## config.mk

```make
export PLATFORM = sky130hd
export DESIGN_NAME = elevator_scheduler
export DESIGN_NICKNAME = d
export VERILOG_FILES = /design/src/rtl/elevator_scheduler.sv
export SDC_FILE = /design/constraint.sdc
export NUM_CORES = 1
export LEC_CHECK = 0
export ABC_AREA = 1
export ABC_CLOCK_PERIOD_IN_PS = 2050
export BUFFER_PORTS_ARGS = -buffer_cell sky130_fd_sc_hd__buf_2
export CORE_UTILIZATION = 57
export CTS_CLUSTER_DIAMETER = 80
export DETAILED_ROUTE_END_ITERATION = 10
export HOLD_SLACK_MARGIN = 0.03
export MAX_ROUTING_LAYER = met4
export PLACE_DENSITY = 0.79
export SYNTH_ARGS = -nofsm -noshare
export SYNTH_HDL_FRONTEND = slang
export SYNTH_SLANG_ARGS = --single-unit
```

## constraint.sdc

```tcl
create_clock -name clock_i -period 2.05 [get_ports clock_i]
set_input_delay 0.41 -clock clock_i [delete_from_list [all_inputs] [get_ports clock_i]]
set_output_delay 0.41 -clock clock_i [all_outputs]
set_load 0.1 [all_outputs]
```

## src/rtl/elevator_scheduler.sv

```systemverilog
// Elevator car controller: latches floor requests, SCAN direction choice,
// floor-to-floor travel timing and door dwell.
module elevator_scheduler #(
   parameter int NUM_FLOORS    = 4,
   parameter int FLOOR_W       = 2,
   parameter int TRAVEL_CYCLES = 8,
   parameter int DOOR_CYCLES   = 4
) (
   input  logic                  clock_i,
   input  logic                  reset_i,
   input  logic [NUM_FLOORS-1:0] req_i,
   input  logic                  door_hold_i,
   output logic [FLOOR_W-1:0]    current_floor_o,
   output logic                  motor_up_o,
   output logic                  motor_down_o,
   output logic                  door_open_o,
   output logic [NUM_FLOORS-1:0] pending_o,
   output logic [1:0]            state_o
);

   localparam int MAXC = (TRAVEL_CYCLES > DOOR_CYCLES) ?
                         TRAVEL_CYCLES : DOOR_CYCLES;
   localparam int TW   = (MAXC > 1) ? $clog2(MAXC) : 1;

   localparam logic [TW-1:0] TRAVEL_LAST = TW'(TRAVEL_CYCLES - 1);
   localparam logic [TW-1:0] DOOR_LAST   = TW'(DOOR_CYCLES - 1);

   typedef enum logic [1:0] {
      S_IDLE = 2'd0,
      S_UP   = 2'd1,
      S_DOWN = 2'd2,
      S_DOOR = 2'd3
   } state_e;

   state_e                  state_q, state_d;
   logic [FLOOR_W-1:0]      floor_q, floor_d;
   logic [NUM_FLOORS-1:0]   pending_q, pending_d;
   logic [TW-1:0]           timer_q, timer_d;
   logic                    dir_q, dir_d;

   logic [NUM_FLOORS-1:0]   req_m;
   logic [NUM_FLOORS-1:0]   eff;
   logic [FLOOR_W-1:0]      nf_up, nf_dn;

   function automatic logic above_of(
      input logic [NUM_FLOORS-1:0] v,
      input logic [FLOOR_W-1:0]    f
   );
      logic r;
      r = 1'b0;
      for (int i = 0; i < NUM_FLOORS; i++)
         if (i > int'(f)) r = r | v[i];
      return r;
   endfunction

   function automatic logic below_of(
      input logic [NUM_FLOORS-1:0] v,
      input logic [FLOOR_W-1:0]    f
   );
      logic r;
      r = 1'b0;
      for (int i = 0; i < NUM_FLOORS; i++)
         if (i < int'(f)) r = r | v[i];
      return r;
   endfunction

   // Decisions see this cycle's requests too, so a press is acted on next cycle.
   always_comb begin
      state_d = state_q;
      floor_d = floor_q;
      dir_d   = dir_q;
      timer_d = timer_q;
      req_m   = req_i;
      if (state_q == S_DOOR) req_m[floor_q] = 1'b0;
      eff       = pending_q | req_m;
      pending_d = eff;
      nf_up     = floor_q + 1'b1;
      nf_dn     = floor_q - 1'b1;
      unique case (state_q)
         S_IDLE: begin
            timer_d = '0;
            if (eff[floor_q]) begin
               state_d            = S_DOOR;
               pending_d[floor_q] = 1'b0;
            end else if (dir_q && above_of(eff, floor_q)) begin
               state_d = S_UP;
            end else if (!dir_q && below_of(eff, floor_q)) begin
               state_d = S_DOWN;
            end else if (above_of(eff, floor_q)) begin
               state_d = S_UP;
               dir_d   = 1'b1;
            end else if (below_of(eff, floor_q)) begin
               state_d = S_DOWN;
               dir_d   = 1'b0;
            end
         end
         S_UP: begin
            if (timer_q == TRAVEL_LAST) begin
               timer_d = '0;
               floor_d = nf_up;
               if (eff[nf_up]) begin
                  state_d          = S_DOOR;
                  pending_d[nf_up] = 1'b0;
               end else if (!above_of(eff, nf_up)) begin
                  state_d = S_IDLE;
               end
            end else begin
               timer_d = timer_q + 1'b1;
            end
         end
         S_DOWN: begin
            if (timer_q == TRAVEL_LAST) begin
               timer_d = '0;
               floor_d = nf_dn;
               if (eff[nf_dn]) begin
                  state_d          = S_DOOR;
                  pending_d[nf_dn] = 1'b0;
               end else if (!below_of(eff, nf_dn)) begin
                  state_d = S_IDLE;
               end
            end else begin
               timer_d = timer_q + 1'b1;
            end
         end
         S_DOOR: begin
            if (door_hold_i || req_i[floor_q]) begin
               timer_d = '0;
            end else if (timer_q == DOOR_LAST) begin
               timer_d = '0;
               state_d = S_IDLE;
            end else begin
               timer_d = timer_q + 1'b1;
            end
         end
         default: state_d = S_IDLE;
      endcase
   end

   always_ff @(posedge clock_i) begin
      if (reset_i) begin
         state_q   <= S_IDLE;
         floor_q   <= '0;
         pending_q <= '0;
         timer_q   <= '0;
         dir_q     <= 1'b1;
      end else begin
         state_q   <= state_d;
         floor_q   <= floor_d;
         pending_q <= pending_d;
         timer_q   <= timer_d;
         dir_q     <= dir_d;
      end
   end

   assign current_floor_o = floor_q;
   assign pending_o       = pending_q;
   assign state_o         = state_q;
   assign motor_up_o      = (state_q == S_UP);
   assign motor_down_o    = (state_q == S_DOWN);
   assign door_open_o     = (state_q == S_DOOR);

endmodule

```

# Word level (Yosys, flattened, before mapping)
# Index checks and enable logic that the tools add are counted.
[totals] mem_count=0 rom_bits=0 inputBits=7 regBits=12 latch_bits=0 ram_bits=0 word_cells=195 out_inout_bits=11
[op_classes] reduce_logical=14 bitwise_logic=23 n_shift=0 mux=120 n_div=0 n_addsub=3 n_mul=0 eq_ne=12 magnitude_cmp=18
[op_table] op="$mux 1" n=85
[op_table] op="$mux 2" n=15
[op_table] op="$mux 4" n=6
[op_table] op="$and 4x4->4" n=4
[op_table] op="$not 4->4" n=3
[op_table] op="$or 1x1->1" n=12
[op_table] op="$pmux 4 s3" n=1
[op_table] op="$lt 2x3->1 const B" n=3
[op_table] op="$mux 3" n=3
[op_table] op="$pmux 3 s3" n=1
[op_table] op="$bmux 1 s2" n=4
[op_table] op="$gt 2x2->1 const A" n=4
[op_table] op="$lt 1x2->1 const A" n=4
[op_table] op="$pmux 2 s4" n=1
[op_table] op="$reduce_and 7->1" n=1
[op_table] op="$demux 1 s2" n=3
[op_table] op="$ge 2x1->1 const B" n=3
[op_table] op="$ne 2x1->1 const B" n=3
[op_table] op="$ne 3x3->1 const B" n=2
[op_table] op="$ne 6x6->1 const B" n=1
[op_table] op="$logic_and 1x1->1" n=5
[op_table] op="$reduce_and 5->1" n=1
[op_table] op="$eq 2x2->1 const B" n=2
[op_table] op="$gt 1x2->1 const A" n=2
[op_table] op="other kinds (17)" n=21

# Longest topological paths before layout
[logic_depth] depth_word=76 ltp_mapped=14 depth_no_buf=14

# Least setup slack after synthesis
# OpenSTA, ideal clock, no wires.
[synth_timing] path_type="reg-to-reg" start="register state_q[1], in the netlist state_o[1]" end="register state_q[1], in the netlist state_o[1]" period_less_slack_ns=3.130 arrival_time_ns=3.017 required_time_ns=1.937 stages_incl_launch_ff=13 setup_time_ns=0.113 n_path_buf=0 slack_ns=-1.080 cell_sequence="dfxtp_1 ha_1 nand2_1 nand2_2 nand2_4 nand2_1 nand3_1 nand2_1 nand2_2 nor2_2 nor2_1 nor2_1 nor2_1"
[synth_via] elab_chain_len=25 word_cells_on_any_way=119 classes_between="eq/ne (10); mux (92); bitwise (13); reduce/logical (4)"
[synth_rtl] element="from (decl)" line="35" source="state_e state_q, state_d;"
[synth_rtl] element="from (signal assigned)" line="147" source="state_q <= state_d;"
[synth_rtl] element="$eq 2x2->1 (*)"
[synth_rtl] element="named net door_open_o" line="16" source="output logic door_open_o,"
[synth_rtl] element="$mux 4" line="74" source="if (state_q == S_DOOR) req_m[floor_q] = 1'b0;"
[synth_rtl] element="$or 4x4->4" line="75" source="eff = pending_q | req_m;"
[synth_rtl] element="$mux 1, on equally long branches" line="63, 52"
[synth_rtl] element="$mux 1, on equally long branches" line="89, 87"
[synth_rtl] element="$mux 1, on equally long branches" line="87, 85"
[synth_rtl] element="$mux 1, on equally long branches" line="85, 82"
[synth_rtl] element="(+10 left out)"
[synth_rtl] element="$mux 1, on equally long branches" line="63, 85"
[synth_rtl] element="$mux 1, on equally long branches" line="89, 82"
[synth_rtl] element="$mux 1, on equally long branches" line="87, 79"
[synth_rtl] element="$mux 1 or $mux 2 (tied branches)" line="85, 89"
[synth_rtl] element="$mux 1 or $mux 2 (tied branches)" line="82, 87"
[synth_rtl] element="$mux 1 or $mux 2 (tied branches)" line="79, 85"
[synth_rtl] element="$ne 6x6->1 (no source line) or $mux 2 (tied branches)"
[synth_rtl] element="$reduce_and 7->1 (no source line) or $pmux 2 s4 (tied branches)"
# The timed path passes the listed nets; every way through them passes the cells marked *. The select of a mux whose other input is x is not followed.
# A chain may end at the register's enable or synchronous reset.

# Worst setup path after layout
[layout_timing] start="register state_q[0], in the netlist state_o[0]" end="output motor_down_o"
[layout_via] elab_chain_len=1
[layout_rtl] element="$eq 2x2->1" line="159" source="assign motor_down_o = (state_q == S_DOWN);"
[layout_rtl] element="to (decl)" line="15" source="output logic motor_down_o,"
# No other way between the ends.

==> impl_metrics.ini <==
[logic_synthesis]
netlist_top_cells_area = dfxtp_1, nand2_1, ha_1
yosysTopAreaCellShare = 0.190
syn_avg_cell_area_sq_um = 6.21
synthesis.area_sq_um = 1260
synth_cells = 203
synthesis.nets = 226
yosysSeqAreaShare = 0.190
yosys.area.top_type = dfxtp_1
synth.distinct_cells = 22
synth-seq-cells = 12
ys_warn_count = 0

[cts]
clockBufferDepth = 2
clk_pin_slew_ns = 0.08
tritoncts = built
cts_buffers = 3
root_buffer = clkbuf_4
worstSkewPairLatency_ns = 0.28
htree_levels = 1
cts_sinks = 12

[sta]
rsz0062_at_grt = false
relSlewSlack = 0.678
worstMarginPinSlew_ns = 0.487
finalSetupTns_ns = 0
fin_crit_ns = 1.97
finalCritPeriodShare = 0.961
fmax_ghz = 0.508
setup_viol = 0
finalMaxSlewViolations = 0
skew_ns = 0.00338
hold_viol_final = 0

[routing]
drtAntennaViolNets = 0
routed.top_layer = met4
drcViolationCount = 0
wl_met1_mm = 1.40
drt_first_iter_violations = 68
vias_per_cell = 5.62
wl_met3_um = 249
first_pass_iters = 4
drt_wl_total_mm = 3.40
wl_met2_mm = 1.61
post_drt_wl_per_cell_um = 13.6
vias = 1406

[critical_path]
required_ns = 1.64
reg2reg_depth = 12
r2r_slack_ns = 0.17
arrival_ns = 1.56
reg2reg_from = current_floor_o[1]
r2r_end = pending_o[1]
critPathCaptureType = primary output
path_class = reg2out
crit_fanout = 9
critPathLaunchType = flip-flop

[place]
gp_congestion = 0.958
numPortBuffers = 17
hpwl_mm = 2.52

[cells_and_area]
drive_gt1_frac = 0.247
layout_common_cells = nand2_1, nand3_1, inv_1
fin_nets = 247
diodes = 0
area_growth_pct = 15.9
final_common_cell = nand2_1
utilization = 0.723

[floorplan]
placementRows = 16
die_y_um = 49.0
pin_count = 18
die_area_sq_um = 2400
initial_core_util = 0.624
die_w_um = 49.0
coreArea_sq_um = 2020

[worst_hold_path]
hold_path_depth = 1
min_to = timer_q[0]
min_path_type = reg2reg
min_from = timer_q[0]

[run_status]
outcome = finished clean

[grt]
grt_pass1_vias = 1274
gr-usage-all-layers = 0.314
grt_pass1_wl_mm = 5.62
overflow = 0
grt_max_degree = 14
antenna_found_initial = 0

[power]
power_density_nw_per_um2 = 1150
leakage_uw = 0.000767
ir_drop_uv = 1110

[flow_run]
cap_violations = 0
-- state kept, by name, indices dropped and copies added, names as in the netlist --
signal and count:
pending_o 4, timer_q 3, current_floor_o 2, state_o 2
dir_q 1
-- layout make-up --
type | instances | area [sq um]
inverter | 30 | 120
tap | 27 | 33.8
fill | 184 | 561
sequential | 12 | 255
timing repair buffer | 20 | 111
multi-input combinational | 157 | 905
clock buffer | 4 | 36.3
-- metrics by stage --
stage                     total power, uW  hold slack (ns)  cells  instance area (sq um)  worst slack [ns]
after floorplan                      1300            0.397    203                   1290            0.0338
after global placement               1450            0.405    246                   1410             0.223
after detailed placement             1470            0.418    246                   1410             0.178
after CTS                            1680            0.422    250                   1450            0.0943
after global routing                 1810            0.443    250                   1460         0.0000155
final                                1690            0.424    250                   1460            0.0806
-- logic make-up (layout without fill, tap and decap cells) --
group / after synthesis / in the layout / synth area share
buffers and inverters: 34 / 54 / 0.110
AOI/OAI and AO/OA: 23 / 23 / 0.101
DFF: 12 / 12 / 0.190
and+or+nand+nor: 118 / 118 / 0.439
adders and majority gates: 16 / 16 / 0.159
-- synthesized netlist by cell type --
cell type	instances
a211o_1	1
a21oi_1	11
a311oi_1	1
a31oi_1	2
and2_1	1
buf_2	3
clkdlybuf4s18_2	1
clkinv_2	1
dfxtp_1	12
ha_1	16
inv_1	28
inv_2	1
nand2_1	56
nand2_2	9
nand2_4	1
nand3_1	27
nand3_2	6
nand4_1	1
nor2_1	15
nor2_2	2
o21ai_0	6
o22ai_1	2
-- where the power goes --
group | switching, uW | total (uW) | internal (uW) | leakage (uW)
Sequential | 42.5 | 330 | 288 | 0.000101
Combinational | 880 | 1160 | 276 | 0.000645
Clock | 90.5 | 199 | 108 | 0.0000210
Total | 1010 | 1690 | 672 | 0.000767
-- layer usage --
metal	up-vias	track usage
met2	71	0.528
met5	-	-
met3	17	0.0218
met1	625	0.375
li1	693	-
met4	0	0.167
-- timing repair --
item | CTS | global route
setup buffers | 0 | 0
setup endpoints to repair | 0 | 4
gates resized for setup | 0 | 7
hold buffers | 0 | 0
-- worst max path at each step --
stage,startpoint,end,depth (start not counted)
after floorplan,pending_o[2],state_o[1],9
after CTS,state_o[0],motor_down_o,3
final,state_o[0],motor_down_o,3
after detailed placement,current_floor_o[0],pending_o[1],12
after global routing,current_floor_o[1],pending_o[1],12
after global placement,current_floor_o[0],pending_o[1],12
-- worst max-delay path, stage by stage, from the launching register on --
cell and delay (ns):
dfxtp_4 0.37, inv_1 0.13, ha_2 0.31, buf_2 0.46
(Power assumes the default switching activity.)
